[config.mk]
export PLATFORM = sky130hd
export DESIGN_NAME = memwb_skid_reg
export DESIGN_NICKNAME = d
export VERILOG_FILES = /design/src/rtl/memwb_skid_reg.sv
export SDC_FILE = /design/constraint.sdc
export NUM_CORES = 1
export LEC_CHECK = 0
export ABC_AREA = 1
export BUFFER_PORTS_ARGS = -buffer_cell sky130_fd_sc_hd__buf_2
export CAP_MARGIN = 20
export CORE_ASPECT_RATIO = 0.5
export CORE_UTILIZATION = 44
export CTS_CLUSTER_SIZE = 14
export DETAILED_ROUTE_END_ITERATION = 7
export PLACE_DENSITY = 0.75
export SLEW_MARGIN = 20
export SYNTH_ARGS = -nofsm -noshare
export SYNTH_HDL_FRONTEND = slang
export SYNTH_SLANG_ARGS = --single-unit
export TNS_END_PERCENT = 10
[constraint.sdc]
create_clock -name clock -period 2.6 [get_ports clock]
set_input_delay 0.52 -clock clock [delete_from_list [all_inputs] [get_ports clock]]
set_output_delay 0.52 -clock clock [all_outputs]
set_load 0.1 [all_outputs]
[src/rtl/memwb_skid_reg.sv]
// MEM/WB elastic pipeline register: valid/ready handshake over a main + skid entry,
// synchronous flush, and write-enable gating so bubbles never write the register file.
module memwb_skid_reg #(
  parameter int DATA_W        = 32,
  parameter int REG_W         = 5,
  parameter bit ZERO_SUPPRESS = 1'b1
) (
  input  logic              clock,
  input  logic              resetn,
  input  logic              in_valid,
  output logic              in_ready,
  input  logic              flush,
  input  logic              mwreg,
  input  logic              mm2reg,
  input  logic [REG_W-1:0]  mdestReg,
  input  logic [DATA_W-1:0] mr,
  input  logic [DATA_W-1:0] mdo,
  output logic              out_valid,
  input  logic              out_ready,
  output logic              wwreg,
  output logic              wm2reg,
  output logic [REG_W-1:0]  wdestReg,
  output logic [DATA_W-1:0] wr,
  output logic [DATA_W-1:0] wdo,
  output logic [DATA_W-1:0] wdata,
  output logic [1:0]        occ
);

  localparam int FW = 2 + REG_W + 2 * DATA_W;

  typedef enum logic [1:0] {
    S_EMPTY = 2'd0,
    S_ONE   = 2'd1,
    S_FULL  = 2'd2
  } state_t;

  state_t          r_state;
  state_t          w_state_next;
  logic [FW-1:0]   r_main;
  logic [FW-1:0]   r_skid;
  logic [FW-1:0]   w_in_fields;
  logic            w_accept;
  logic            w_main_valid;
  logic            w_skid_valid;
  logic            w_load_main_in;
  logic            w_load_main_skid;
  logic            w_load_skid;
  logic            w_main_wreg;
  logic            w_main_m2reg;
  logic            w_dest_is_zero;

  assign w_in_fields  = {mwreg, mm2reg, mdestReg, mr, mdo};
  assign w_main_valid = (r_state != S_EMPTY);
  assign w_skid_valid = (r_state == S_FULL);
  assign in_ready     = ~w_skid_valid;
  assign w_accept     = in_valid & in_ready;

  // State register
  always_ff @(posedge clock or negedge resetn) begin
    if (!resetn) begin
      r_state <= S_EMPTY;
    end else begin
      r_state <= w_state_next;
    end
  end

  // Next-state logic; flush overrides every transition
  always_comb begin
    w_state_next = r_state;
    case (r_state)
      S_EMPTY: if (w_accept) w_state_next = S_ONE;
      S_ONE: begin
        if (w_accept && !out_ready)      w_state_next = S_FULL;
        else if (!w_accept && out_ready) w_state_next = S_EMPTY;
      end
      S_FULL:  if (out_ready) w_state_next = S_ONE;
      default: w_state_next = S_EMPTY;
    endcase
    if (flush) w_state_next = S_EMPTY;
  end

  // Datapath load controls
  always_comb begin
    w_load_main_in   = 1'b0;
    w_load_main_skid = 1'b0;
    w_load_skid      = 1'b0;
    if (!flush) begin
      case (r_state)
        S_EMPTY: w_load_main_in = w_accept;
        S_ONE: begin
          w_load_main_in = w_accept & out_ready;
          w_load_skid    = w_accept & ~out_ready;
        end
        S_FULL:  w_load_main_skid = out_ready;
        default: ;
      endcase
    end
  end

  // Payload is only qualified by the state, so it is left stale on drain/flush
  always_ff @(posedge clock or negedge resetn) begin
    if (!resetn) begin
      r_main <= '0;
      r_skid <= '0;
    end else begin
      if (w_load_main_in)        r_main <= w_in_fields;
      else if (w_load_main_skid) r_main <= r_skid;
      if (w_load_skid)           r_skid <= w_in_fields;
    end
  end

  assign {w_main_wreg, w_main_m2reg, wdestReg, wr, wdo} = r_main;
  assign w_dest_is_zero = (wdestReg == '0);

  assign out_valid = w_main_valid;
  assign wwreg     = w_main_valid & w_main_wreg & ~(ZERO_SUPPRESS & w_dest_is_zero);
  assign wm2reg    = w_main_valid & w_main_m2reg;
  assign wdata     = wm2reg ? wdo : wr;
  assign occ       = {1'b0, w_main_valid} + {1'b0, w_skid_valid};

endmodule

==> results.ini, run 1 <==
[power]
p_total_mw=11.0
leakagePower_nw=5.31
ir_drop_v=0.000652
power-per-cell-area_nw_per_um2=1120

[logic_synthesis]
async_flop_share=1.00
synthCells=1060
synth_top_cell_area_share=0.464
ys_ff_latch=144
synth_top_cell_by_area=dfrtp_1
synth-seq-area-share=0.464
syn_area_um2=7770
synth_edf_count=0
synthFlopType=dfrtp_1
yosysMostFrequentCell=nand2_1
synth_cell_type_count=17
synth_nets=1139
ys_top_cells_by_count=nand2_1 (390), nand3_1 (217), dfrtp_1 (144), inv_1 (81), o21ai_0 (71)
synth_area_leaders=dfrtp_1 (46%), nand2_1 (19%), nand3_1 (14%), buf_4 (6.8%), o21ai_0 (4.6%)
synth.avg_cell_area_um2=7.33
yosysWarningCount=0

[setup_path]
crit_family=buffers and inverters
required_ps=2080
path_cells=nor2_4, clkinvlp_4, nand2_4, inv_1, buf_8, nand2_2, nand2_8, buf_12
cp_slowest_cell=dfrtp_2
worstPathMaxFanout=33
startpoint_type=register
crit_path_end_kind=output pin
critical_path_buf_inv_count=4
worstSetupPathType=reg -> out
cp_slowest_stage_delay_ps=460
timing.critical_path.arrival_ps=2020

[floorplan]
ios=183
die_area_um2=18200
die_y_um=96.0
die_w_um=190
core-area_um2=16800
start_util=0.463
placementRows=33

[sta]
finalSetupViolations=0
slew_violations=0
max_slew.worst_pin.slew_ps=528
fin_crit_sh=0.976
relSlewSlack=0.648
finalCriticalPeriod_ps=2540
rsz0062_at_grt=true
hold_viol=0
fmax_mhz=394
skew_ps=9.21

[cts]
cts_buffer_depth=2
cts-htree-levels=4
clkSinkCount=144
postCtsHoldBufs=0
clk_pin_slew_ps=70
cts_tree=done
root_buffer=clkbuf_16
insertion_delay_ps=420
cts_buffers=17

[routing]
detail_route.wl_per_cell_um=15.3
vias_per_cell=5.16
dr_total_vias=7131
drc=0
drt_wl_total_um=21200
drt_first_iter_violations=543
first_pass_iters=5
antenna_left=0

[global_routing]
use_met2=0.404
groute.layer.met1.usage=0.311
grt_overflow_total=0
grt_pass1_vias=6641
antenna_found_initial=0
grt_pass1_wl_um=34000
grt_max_degree=105
busiest_layer=met2
track_usage=0.239
met3_usage=0.0390

[finish]
antenna_cells=0
final_area_um2=9800
syn_to_final_growth_pct=26.1
layout-drive-gt1-share=0.253
fin_nets=1222

[placement]
placed_cell_area_um2=9170
hpwl_um=14000
gp_congestion=0.819
portBuffers=182

[outcome]
run_status=finished, final reports clean

[min_path]
hold_path.class=in -> async

[job]
drv_cap=0

## final timing paths
| kind | startpoint | end | slack, ps | cells after the start |
|---|---|---|---|---|
| setup / recovery | r_state[0]$_DFFE_PN0P_ | wdata[17] | 60 | 8 |
| hold / removal | resetn | r_skid[68]$_DFFE_PN0P_ | 50 | 1 |
| setup reg to reg | r_state[1]$_DFFE_PN0P_ | r_main[17]$_DFFE_PN0P_ | 430 | 12 |
| hold reg to reg | r_skid[3]$_DFFE_PN0P_ | r_skid[3]$_DFFE_PN0P_ | 490 | 2 |
| max in group asynchronous | resetn | r_main[1]$_DFFE_PN0P_ | 1750 | 2 |
| min in group clock | mdo[20] | r_skid[20]$_DFFE_PN0P_ | 370 | 3 |
## layout by cell type (no fill, tap or decap), types with 17 or more instances in the layout
| cell type | synthesis | routed |
|---|---|---|
| buf_2 | 38 | 147 |
| nand2_1 | 390 | 347 |
| inv_1 | 81 | 77 |
| clkbuf_16 | 0 | 17 |
| nand2_2 | 2 | 23 |
| o21ai_0 | 71 | 71 |
| buf_4 | 70 | 17 |
| dfrtp_1 | 144 | 143 |
| nand3_1 | 217 | 217 |
| buf_12 | 0 | 40 |
## logic make-up after synthesis
| family | count (synthesis) | share of synthesized area |
|---|---|---|
| buf+inv | 223 | 0.150 |
| simple gates | 618 | 0.336 |
| compound gates | 72 | 0.0464 |
| flops | 144 | 0.464 |
| fa+ha+maj | 3 | 0.00483 |
## where the power goes
group / switching [mW] / internal (mW) / leakage (nW)
Sequential: 0.449 / 2.82 / 1.75
Clock: 0.998 / 1.36 / 0.274
Combinational: 4.05 / 1.31 / 3.28
Total: 5.50 / 5.48 / 5.31
## metal layers
metal	wire (um)	vias up
met3	1050	28
met1	9340	3427
li1	-	3449
met4	351	0
met5	0	-
met2	10400	227
## through the flow
step,TNS [ps],setup slack (ps),util,std cells,hold slack [ps]
global placement,0,350,0.546,1345,467
CTS,0,12.6,0.580,1376,71.7
detailed placement,0,274,0.546,1345,474
finish,0,62.3,0.583,1382,51.6
global route,-28.5,-10.3,0.583,1382,85.3
floorplan,-87.0,-58.7,-,1060,224
## final cells by class
class,instances,area (um^2)
Clock buffer,18,439
Clock inverter,13,129
Fill cell,1493,7000
Inverter,81,315
Multi-Input combinational cell,693,3340
Sequential cell,144,3600
Tap cell,227,284
Timing Repair Buffer,206,1690
## repair_timing
action | in CTS | in global routing
endpoints found under the hold margin | 0 | 0
buffers inserted | 0 | 6
setup endpoints to repair | 33 | 33
pin swaps | 0 | 2
resized for setup | 3 | 4
## sequential cells by signal (all words and copies together) (netlist names)
signal	cells
r_skid	71
r_main	71
r_state	2
Power figures use the tool's default switching activity.
==> run 2: changes to the inputs <==
ABC_AREA = default   (was 1)
PLACE_DENSITY = 0.76   (was 0.75)
==> results.ini, run 2 <==
[placement]
hpwl_um=10500  ; -25%
portBuffers=182  ; unchanged
gp_congestion=0.715  ; -13%
placed_cell_area_um2=8720  ; -4.9%
dp_slack_ps=275  ; +0.313 ps
placed_cells=837  ; -38%

[setup_path]
r2r_slack_ps=210  ; -220 ps
timing.critical_path.arrival_ps=2030  ; about the same
worstReg2RegStart=r_state[0]$_DFFE_PN0P_
crit_end=wdata[6]
startpoint=r_state[1]$_DFFE_PN0P_
rr_endpoint=r_main[43]$_DFFE_PN0P_
worstPathMaxFanout=8  ; -76%
required_ps=2080  ; about the same
worstSetupPathType=reg -> out
startpoint_type=register
path_cells=or2_4, nand2_8, bufbuf_16, mux2_2, buf_12
cp_slowest_cell=dfrtp_2
crit_path_end_kind=output pin
r2r_cells=8  ; -4
cp_slowest_stage_delay_ps=410  ; -50 ps

[logic_synthesis]
synth.avg_cell_area_um2=14.8  ; +100%
ys_ff_latch=144  ; unchanged
ys_top_cells_by_count=dfrtp_1 (144), mux2_2 (123), buf_4 (76), mux2_4 (70), mux2_1 (53)
synthCells=511  ; -52%
synth_nets=590  ; -48%
synthFlopType=dfrtp_1
synth_top_cell_area_share=0.477  ; +0.0129
synth_area_leaders=dfrtp_1 (48%), mux2_2 (18%), mux2_4 (14%), mux2_1 (7.9%), buf_4 (7.5%)
synth-seq-area-share=0.477  ; +0.0129
yosysMostFrequentCell=dfrtp_1
yosysWarningCount=0  ; unchanged
syn_area_um2=7560  ; -2.7%
synth_top_cell_by_area=dfrtp_1
async_flop_share=1.00  ; unchanged
synth_edf_count=0  ; unchanged
synth_cell_type_count=25  ; +8

[global_routing]
busiest_layer=met2
grt_pass1_wl_um=24200  ; -29%
met3_usage=0.0491  ; +0.0100
groute.layer.met1.usage=0.221  ; -0.0902
track_usage=0.178  ; -0.0610
grt_overflow_total=0  ; unchanged
grt_max_degree=64  ; -39%
grt_pass1_vias=4524  ; -32%
use_met2=0.307  ; -0.0969
antenna_found_initial=0  ; unchanged

[sta]
finalSetupViolations=0  ; unchanged
skew_ps=8.01  ; -1.20 ps
rsz0062_at_grt=true
final.setup.tns_ps=0  ; unchanged
hold_viol=0  ; unchanged
slew_violations=0  ; unchanged
finalCriticalPeriod_ps=2550  ; +16.9 ps
max_slew.worst_pin.slew_ps=519  ; -8.97 ps
fmax_mhz=391  ; -0.66%
fin_crit_sh=0.983  ; +0.00651
relSlewSlack=0.654  ; +0.00598
setup_ws_ps=45.3  ; -16.9 ps

[power]
ir_drop_v=0.000594  ; -8.9%
power-per-cell-area_nw_per_um2=1170  ; +4.3%
p_total_mw=11.0  ; about the same
leakagePower_nw=4.48  ; -15%

[cts]
clk_pin_slew_ps=60  ; about the same
cts_tree=done
cts_buffers=17  ; unchanged
insertion_delay_ps=410  ; about the same
cts_buffer_depth=2  ; unchanged
root_buffer=clkbuf_16
clkSinkCount=144  ; unchanged
cts-htree-levels=4  ; unchanged

[finish]
antenna_cells=0  ; unchanged
layout-drive-gt1-share=0.664  ; +0.411
final_area_um2=9410  ; -4.1%
fin_nets=711  ; -42%
final_common_cell=buf_2
reg_top3=r_main (71), r_skid (71), r_state (2)
instances_no_fill=872  ; -37%
layout_common_cells=buf_2 (148), dfrtp_1 (142), mux2_2 (123)
syn_to_final_growth_pct=24.4

[min_path]
hold_path.class=in -> async

[routing]
first_pass_iters=4  ; -1
drt_first_iter_violations=136  ; -75%
antenna_left=0  ; unchanged
vias_per_cell=4.92  ; -4.7%
detail_route.wl_per_cell_um=17.5  ; +14%
drt_wl_total_um=15300  ; -28%
drc=0  ; unchanged
dr_total_vias=4287  ; -40%

[outcome]
run_status=finished, final reports clean

[floorplan]
die_area_um2=17700  ; -2.7%
die_w_um=187  ; -1.3%
start_util=0.456  ; -0.00691
die_y_um=94.7  ; -1.3%
ios=183  ; unchanged
placementRows=33  ; unchanged
core-area_um2=16600  ; -1.2%

[job]
drv_cap=0  ; unchanged

[run 2: cell types whose count changed in the layout (fill, tap and decap cells not counted), sizes merged, moves of 11 or more]
cell,delta
nand3,-218
buf,-11
inv,-76
mux2,+246
o21ai,-71
nand2,-389
[run 2: cell type report]
cell class                 count  area, um^2
fill                        1366        7190
sequential                   144        3610
multi-input combinational    267        3230
timing repair buffer         197        1660
clock buffer                  20         447
tap                          227         284
clock inverter                12         159
inverter                       5        18.8
[run 2: how the worst min path moves through the flow]
stage / slack [ps] / depth (start not counted) / endpoint / from
3_3_place_gp: 480 / 1 / r_skid[14]$_DFFE_PN0P_ / r_skid[14]$_DFFE_PN0P_
6_report: 50 / 1 / r_skid[23]$_DFFE_PN0P_ / resetn
4_1_cts: 60 / 1 / r_skid[53]$_DFFE_PN0P_ / resetn
5_1_grt: 90 / 1 / r_main[25]$_DFFE_PN0P_ / resetn
3_5_place_dp: 490 / 1 / r_skid[12]$_DFFE_PN0P_ / r_skid[12]$_DFFE_PN0P_
2_1_floorplan: 220 / 0 / r_main[0]$_DFFE_PN0P_ / resetn
[run 2: cells by family (layout without fill, tap and decap cells)]
| logic type | count (synthesis) | after routing | share of synthesized area |
|---|---|---|---|
| multiplexers | 247 | 247 | 0.402 |
| flip-flops | 144 | 144 | 0.477 |
| AO/OA/AOI/OAI | 4 | 4 | 0.00380 |
| adder cells (fa/ha/maj) | 3 | 3 | 0.00496 |
| AND/OR/NAND/NOR | 13 | 13 | 0.0109 |
| buffers and inverters | 100 | 234 | 0.101 |
[run 2: what timing repair did]
| action | 4_1_cts | 5_1_grt |
|---|---|---|
| setup endpoints to repair | 33 | 9 |
| cloned | 1 | 0 |
| pin swaps | 1 | 1 |
| hold buffers | 0 | 0 |
| setup buffers | 2 | 0 |
| gates resized for setup | 7 | 2 |
[run 2: worst max-delay path, delay by kind of cell (launching register included)]
| kind | cells | cell delay, ps |
|---|---|---|
| buffers and inverters | 2 | 450 |
| flip-flops | 1 | 410 |
| multiplexers | 1 | 360 |
| AND/OR/NAND/NOR | 2 | 400 |
[run 2: where the power goes]
| group | switching (mW) | internal [mW] |
|---|---|---|
| Sequential | 0.373 | 2.84 |
| Combinational | 3.59 | 1.67 |
| Clock | 0.971 | 1.54 |
| Total | 4.93 | 6.05 |
[run 2: through the flow]
stage | hold slack [ps] | utilization
floorplan | 224 | -
global placement | 483 | 0.525
detailed placement | 491 | 0.525
CTS | 64.5 | 0.566
global route | 94.6 | 0.567
finish | 49.0 | 0.567
[run 2: routing by layer]
| layer | share of wire | vias to the layer above | routed length (um) |
|---|---|---|---|
| li1 | - | 1979 | - |
| met1 | 0.44 | 2228 | 6720 |
| met2 | 0.51 | 72 | 7810 |
| met3 | 0.041 | 8 | 633 |
| met4 | 0.0068 | 0 | 104 |
| met5 | 0 | - | 0 |
